===== config.mk =====
export PLATFORM = sky130hd
export DESIGN_NAME = kernel_dispatch_arbiter
export DESIGN_NICKNAME = d
export VERILOG_FILES = /design/src/rtl/dispatch_pkg.sv /design/src/rtl/rr_arbiter.sv /design/src/rtl/kernel_dispatch_arbiter.sv
export SDC_FILE = /design/constraint.sdc
export NUM_CORES = 1
export LEC_CHECK = 0
export ABC_AREA = 1
export BUFFER_PORTS_ARGS = -buffer_cell sky130_fd_sc_hd__buf_4
export CELL_PAD_IN_SITES_DETAIL_PLACEMENT = 0
export CELL_PAD_IN_SITES_GLOBAL_PLACEMENT = 1
export CORE_MARGIN = 1.5
export CORE_UTILIZATION = 27
export DETAILED_ROUTE_END_ITERATION = 16
export PLACE_DENSITY = 0.86
export SLEW_MARGIN = 20
export SYNTH_ARGS = -nofsm -noshare
export SYNTH_HDL_FRONTEND = slang
export SYNTH_SLANG_ARGS = --single-unit

===== constraint.sdc =====
create_clock -name clk -period 2 [get_ports clk]
set_input_delay 0.4 -clock clk [delete_from_list [all_inputs] [get_ports clk]]
set_output_delay 0.4 -clock clk [all_outputs]
set_load 0.1 [all_outputs]

===== src/rtl/dispatch_pkg.sv =====
// ============================================================================
// Module      : dispatch_pkg
// Description : Shared types and defaults for the kernel dispatch arbiter.
// Revision    : 1.0 - initial release
// ============================================================================
`default_nettype none

package dispatch_pkg;

    typedef enum logic [1:0] {
        S_IDLE   = 2'd0,
        S_LAUNCH = 2'd1,
        S_RUN    = 2'd2,
        S_RESP   = 2'd3
    } state_t;

    localparam int DEFAULT_NUM_REQ     = 4;
    localparam int DEFAULT_N_W         = 6;
    localparam int DEFAULT_D_W         = 32;
    localparam int DEFAULT_TIMEOUT_CYC = 1024;
    localparam int RUN_CNT_W           = 16;

endpackage

`default_nettype wire


===== src/rtl/rr_arbiter.sv =====
// ============================================================================
// Module      : rr_arbiter
// Description : Combinational round-robin grant, searching upward from ptr.
// Revision    : 1.0 - initial release
// ============================================================================
`default_nettype none

module rr_arbiter
    import dispatch_pkg::*;
#(
    parameter int NUM_REQ = DEFAULT_NUM_REQ
) (
    input  logic [NUM_REQ-1:0]         valid,
    input  logic [$clog2(NUM_REQ)-1:0] ptr,
    output logic [NUM_REQ-1:0]         grant,
    output logic [$clog2(NUM_REQ)-1:0] grant_idx,
    output logic                       any
);

    localparam int IDX_W = $clog2(NUM_REQ);

    int w_j;

    always_comb begin
        grant     = '0;
        grant_idx = '0;
        any       = 1'b0;
        w_j       = 0;
        for (int k = 0; k < NUM_REQ; k++) begin
            w_j = int'(ptr) + k;
            if (w_j >= NUM_REQ) begin
                w_j = w_j - NUM_REQ;
            end
            if (!any && valid[w_j]) begin
                any        = 1'b1;
                grant[w_j] = 1'b1;
                grant_idx  = IDX_W'(w_j);
            end
        end
    end

endmodule

`default_nettype wire


===== src/rtl/kernel_dispatch_arbiter.sv =====
// ============================================================================
// Module      : kernel_dispatch_arbiter
// Description : Round-robin sharing of one fib kernel among NUM_REQ clients.
//               Optional watchdog abort enabled by macro DISPATCH_TIMEOUT_EN.
// Revision    : 1.0 - initial release
// ============================================================================
`default_nettype none

module kernel_dispatch_arbiter
    import dispatch_pkg::*;
#(
    parameter int NUM_REQ     = DEFAULT_NUM_REQ,
    parameter int N_W         = DEFAULT_N_W,
    parameter int D_W         = DEFAULT_D_W,
    parameter int TIMEOUT_CYC = DEFAULT_TIMEOUT_CYC
) (
    input  logic                   clk,
    input  logic                   rst_n,
    input  logic [NUM_REQ-1:0]     req_valid,
    output logic [NUM_REQ-1:0]     req_ready,
    input  logic [NUM_REQ*N_W-1:0] req_n,
    input  logic [NUM_REQ*D_W-1:0] req_a,
    input  logic [NUM_REQ*D_W-1:0] req_b,
    output logic [NUM_REQ-1:0]     rsp_valid,
    input  logic [NUM_REQ-1:0]     rsp_ready,
    output logic [D_W-1:0]         rsp_data,
    output logic                   rsp_err,
    output logic                   busy,
    output logic                   k_r_enable,
    output logic                   k_control_arr,
    output logic [N_W-1:0]         k_init_n,
    output logic [D_W-1:0]         k_init_a,
    output logic [D_W-1:0]         k_init_b,
    input  logic                   k_w_enable,
    input  logic [D_W-1:0]         k_result
);

    localparam int IDX_W = $clog2(NUM_REQ);

    if (NUM_REQ < 2 || NUM_REQ > 8 || TIMEOUT_CYC < 1 || TIMEOUT_CYC > 65535) begin : g_param_check
        $error("kernel_dispatch_arbiter: parameter out of range");
    end

    state_t             r_state;
    state_t             w_next;
    logic [IDX_W-1:0]   r_rr_ptr;
    logic [IDX_W-1:0]   r_grant_idx;
    logic [N_W-1:0]     r_n;
    logic [D_W-1:0]     r_a;
    logic [D_W-1:0]     r_b;
    logic [D_W-1:0]     r_rsp_data;
    logic [NUM_REQ-1:0] w_grant;
    logic [IDX_W-1:0]   w_grant_idx;
    logic               w_any;
    logic               w_hs;
    logic               w_timeout;

    rr_arbiter #(
        .NUM_REQ (NUM_REQ)
    ) u_rr_arbiter (
        .valid     (req_valid),
        .ptr       (r_rr_ptr),
        .grant     (w_grant),
        .grant_idx (w_grant_idx),
        .any       (w_any)
    );

    assign w_hs = (r_state == S_IDLE) && w_any;

`ifdef DISPATCH_TIMEOUT_EN
    logic [RUN_CNT_W-1:0] r_run_cnt;
    logic                 r_rsp_err;

    assign w_timeout = (r_run_cnt == RUN_CNT_W'(TIMEOUT_CYC - 1));
    assign rsp_err   = r_rsp_err;

    always_ff @(posedge clk or negedge rst_n) begin
        if (!rst_n) begin
            r_run_cnt <= '0;
            r_rsp_err <= 1'b0;
        end else begin
            if (r_state == S_LAUNCH) begin
                r_run_cnt <= '0;
            end else if (r_state == S_RUN) begin
                r_run_cnt <= r_run_cnt + 1'b1;
            end
            // Done wins over a watchdog expiry in the same cycle.
            if (r_state == S_RUN) begin
                if (k_w_enable) begin
                    r_rsp_err <= 1'b0;
                end else if (w_timeout) begin
                    r_rsp_err <= 1'b1;
                end
            end
        end
    end
`else
    assign w_timeout = 1'b0;
    assign rsp_err   = 1'b0;
`endif

    always_ff @(posedge clk or negedge rst_n) begin
        if (!rst_n) begin
            r_state <= S_IDLE;
        end else begin
            r_state <= w_next;
        end
    end

    always_comb begin
        w_next = r_state;
        case (r_state)
            S_IDLE:   if (w_any) w_next = S_LAUNCH;
            S_LAUNCH: w_next = S_RUN;
            S_RUN:    if (k_w_enable || w_timeout) w_next = S_RESP;
            S_RESP:   if (rsp_ready[r_grant_idx]) w_next = S_IDLE;
            default:  w_next = S_IDLE;
        endcase
    end

    always_ff @(posedge clk or negedge rst_n) begin
        if (!rst_n) begin
            r_rr_ptr    <= '0;
            r_grant_idx <= '0;
            r_n         <= '0;
            r_a         <= '0;
            r_b         <= '0;
            r_rsp_data  <= '0;
        end else begin
            if (w_hs) begin
                r_grant_idx <= w_grant_idx;
                r_n         <= req_n[w_grant_idx*N_W +: N_W];
                r_a         <= req_a[w_grant_idx*D_W +: D_W];
                r_b         <= req_b[w_grant_idx*D_W +: D_W];
                r_rr_ptr    <= (w_grant_idx == IDX_W'(NUM_REQ - 1)) ? '0 : w_grant_idx + 1'b1;
            end
            if (r_state == S_RUN) begin
                if (k_w_enable) begin
                    r_rsp_data <= k_result;
                end else if (w_timeout) begin
                    r_rsp_data <= '1;
                end
            end
        end
    end

    always_comb begin
        rsp_valid = '0;
        if (r_state == S_RESP) begin
            rsp_valid[r_grant_idx] = 1'b1;
        end
    end

    assign req_ready     = (r_state == S_IDLE) ? w_grant : '0;
    assign rsp_data      = r_rsp_data;
    assign busy          = (r_state != S_IDLE);
    assign k_r_enable    = (r_state == S_LAUNCH);
    assign k_control_arr = 1'b0;
    assign k_init_n      = r_n;
    assign k_init_a      = r_a;
    assign k_init_b      = r_b;

endmodule

`default_nettype wire


==> impl_metrics.yaml <==
critical_path:
  worstPathMaxFanout: 5
  timing.critical_path.slowest_stage_cell: "sky130_fd_sc_hd__dfrtp_2"
  worstSetupEndpointType: "output pin"
  critPathRequiredTime_ns: 1.60
  timing.critical_path.max_delay_family: "flip-flops"
  setup.worst_path.start: "r_rr_ptr[0]"
  worst-path-buf-inv: 4
  worstReg2RegStart: "r_rr_ptr[0]"
  start_kind: "flip-flop"
  path_common_cell: "sky130_fd_sc_hd__nand2_4"
  timing.setup.critical_path_class: "reg -> out"
  worst-r2r-setup-slack_ns: -0.49
  path_cells: "inv_8 > ha_4 > inv_4 > nand2_4 > nand2_4 > nand2_4 > nor2_2 > a21oi_2 > o221ai_4 > nand2_2 > clkinvlp_4 > buf_12"
  critical_path_arrival_ns: 2.14
  worst_path_largest_cell_delay_ns: 0.43
clock_network:
  root_buffer: "sky130_fd_sc_hd__clkbuf_16"
  clk-insertion-delay-late_ns: 0.37
  htree_levels: 3
  clock_tree_from_tritoncts: "yes"
  cts-buffers-inserted: 9
  clkSinkCount: 108
  max-clock-path-buffers: 2
  clkTransAtPathRegs_ns: 0.09
placement:
  count_of_input_and_output_buffers: 434
  dpl_worst_slack_ns: -0.285
  routabilityCongestion: 0.898
  detailed_place_hpwl_um: 22300
  placed_cells: 1895
detailed_routing:
  detailedRoute.firstPassIterationCount: 5
  wl_per_cell_um: 16.2
  post_drt_via_cell_ratio: 4.63
  postRouteAntennaNets: 0
  totalWireLength_um: 31800
  route.vias.total: 9090
  remaining_drc_errors: 0
  first_iter_violations: 520
synthesis:
  synthesis.area_per_instance_um2: 6.92
  synth_area_um2: 7560
  seq_cells_post_synth: 108
  yosysWarnings: 0
  post-synth-top-area-cell: "sky130_fd_sc_hd__dfrtp_1"
  synth.yosys.seq_area_share: 0.357
  postSynthCellCount: 1093
  synth_top_cells_by_area: "sky130_fd_sc_hd__dfrtp_1 36%, sky130_fd_sc_hd__nand2_1 16%, sky130_fd_sc_hd__inv_1 10%"
  synth_cell_types: 35
  post-synth-top-area-fraction: 0.357
sta:
  setup_viol_count_final: 78
  finalHoldViolCount: 0
  skew_ns: 0.0221
  worst_pin_slew_ns: 0.624
  timing.final.crit_period_ns: 2.54
  rsz0062_at_grt: "true"
  fin_crit_sh: 1.27
  fin_ws_ns: -0.540
  relSlewSlack: 0.584
  maxSlewViolCount: 0
  clock.fmax_mhz: 394
floorplanning:
  die_h_um: 170
  core.rowCount: 61
  die_extent_in_x_um: 170
  total_i_o_pin_count: 437
  floorplan.initialDensity: 0.273
  die-area_um2: 29000
  core_area_um2: 27700
outcome:
  outcome: "finished with violations"
  violated_checks: "setup timing"
global_routing:
  global_route.overflow_total: 0
  vias_in_the_first_global_route: 8551
  track_usage: 0.206
  largest_net_degree_at_the_start_of_global_routing: 109
  grt_pass1_wl_um: 46200
  grt_antenna_before_repair: 0
layout:
  design.final.nets: 1910
  finalCoreUtilization: 0.481
  layoutNonFillerInstCount: 1962
  area_growth_from_synthesis_to_layout_pct: 76.4
  layout-drive-gt1-share: 0.447
  antenna_cells: 0
run:
  max_cap_violations: 0
worst_hold_path:
  timing.hold.worst.class: "in -> async"
[cell usage after synthesis]
master and number:
sky130_fd_sc_hd__nand2_2 2, sky130_fd_sc_hd__nand4_2 1, sky130_fd_sc_hd__conb_1 1, sky130_fd_sc_hd__ha_1 8, sky130_fd_sc_hd__o221ai_1 5, sky130_fd_sc_hd__or2_1 19
sky130_fd_sc_hd__nor2_4 2, sky130_fd_sc_hd__mux2_2 32, sky130_fd_sc_hd__inv_2 3, sky130_fd_sc_hd__nand4_1 45, sky130_fd_sc_hd__clkbuf_1 11, sky130_fd_sc_hd__or2_2 14
sky130_fd_sc_hd__nand3_1 146, sky130_fd_sc_hd__o211ai_1 27, sky130_fd_sc_hd__nor2_1 5, sky130_fd_sc_hd__inv_1 207, sky130_fd_sc_hd__buf_2 29, sky130_fd_sc_hd__dfrtp_1 108
sky130_fd_sc_hd__or2_0 11, sky130_fd_sc_hd__a31oi_1 1, sky130_fd_sc_hd__clkbuf_2 1, sky130_fd_sc_hd__a21oi_1 9, sky130_fd_sc_hd__nand3_4 2, sky130_fd_sc_hd__nand2_4 3
sky130_fd_sc_hd__nand2_1 332, sky130_fd_sc_hd__a21boi_0 1, sky130_fd_sc_hd__buf_6 7, sky130_fd_sc_hd__nor2_2 1, sky130_fd_sc_hd__nor3_1 5, sky130_fd_sc_hd__o21ai_0 29
sky130_fd_sc_hd__buf_4 16, sky130_fd_sc_hd__o21ai_1 2, sky130_fd_sc_hd__nand3_2 3, sky130_fd_sc_hd__inv_6 1, sky130_fd_sc_hd__buf_1 4
[path summary, 6_finish.rpt]
path,end,depth (start not counted)
max,req_ready[0],12
min,rsp_data[19],2
max reg2reg,k_init_b[4],15
min reg2reg,k_init_a[29],2
max in group asynchronous,k_init_b[8],2
min in group clk,rsp_data[19],2
[stage by stage]
step                hold WS [ns]  cell area [um2]  setup TNS [ns]
floorplan                  0.104             7650           -4.85
global placement           0.464            11600          -11.78
detailed placement         0.467            11600          -15.20
CTS                        0.135            12900          -27.55
global route               0.142            13300          -37.97
finish                     0.106            13300          -28.37
[worst register-to-register path: cells and delay by family, from the launching register on]
family                 cells  cell delay (ns)
buffers and inverters      6             0.95
flip-flops                 1             0.46
AND/OR/NAND/NOR            9             0.96
[cells in the final DEF (no fill, tap or decap), types with 27 or more instances in the layout]
| cell | n |
|---|---|
| sky130_fd_sc_hd__nand2_2 | 29 |
| sky130_fd_sc_hd__nand2_1 | 295 |
| sky130_fd_sc_hd__nand3_1 | 128 |
| sky130_fd_sc_hd__buf_6 | 29 |
| sky130_fd_sc_hd__mux2_2 | 32 |
| sky130_fd_sc_hd__inv_1 | 199 |
| sky130_fd_sc_hd__o211ai_1 | 27 |
| sky130_fd_sc_hd__dfrtp_1 | 107 |
| sky130_fd_sc_hd__buf_4 | 465 |
| sky130_fd_sc_hd__nand4_1 | 45 |
[final cells by class]
| cell class | instances | area (um2) |
|---|---|---|
| repair buffers | 542 | 4930 |
| clock buffers | 9 | 225 |
| well taps | 378 | 473 |
| flip-flops and latches | 108 | 2700 |
| inverters | 211 | 837 |
| clock inverters | 7 | 86.3 |
| multi-input cells | 707 | 4080 |
| fillers | 2749 | 14400 |
[metal layers]
| metal | routed length, um | track usage | vias to the layer above |
|---|---|---|---|
| met4 | 988 | 0.0723 | 0 |
| met5 | 0 | 0 | - |
| met3 | 2130 | 0.0367 | 63 |
| met2 | 15800 | 0.358 | 370 |
| li1 | - | - | 4413 |
| met1 | 12900 | 0.255 | 4244 |
[registers in the layout (all words and copies together), names as in the netlist]
register and flops:
k_init_a 32, k_init_b 32, k_init_n 6, r_grant_idx 2, r_rr_ptr 2, r_state 2, rsp_data 32
[cells by family (layout without fill, tap and decap cells)]
family,Yosys count,in the layout,share of synthesized area
and+or+nand+nor,591,591,0.361
AOI/OAI and AO/OA,74,74,0.0609
buffers and inverters,279,769,0.159
DFF,108,108,0.357
muxes,32,32,0.0477
other,1,2,0.000496
adders and majority gates,8,8,0.0132
[repair_timing]
item                                    CTS  global route
endpoints found under the hold margin     0             0
buffers inserted                         24             4
endpoints found under the setup margin   79            83
gates cloned                             13            10
gates resized for setup                 132            43
hold buffers                              0             0
pin swaps                                22            13
Power is not shown: default switching activity piles up to over one toggle a cycle in this logic, so the estimate is an artifact.
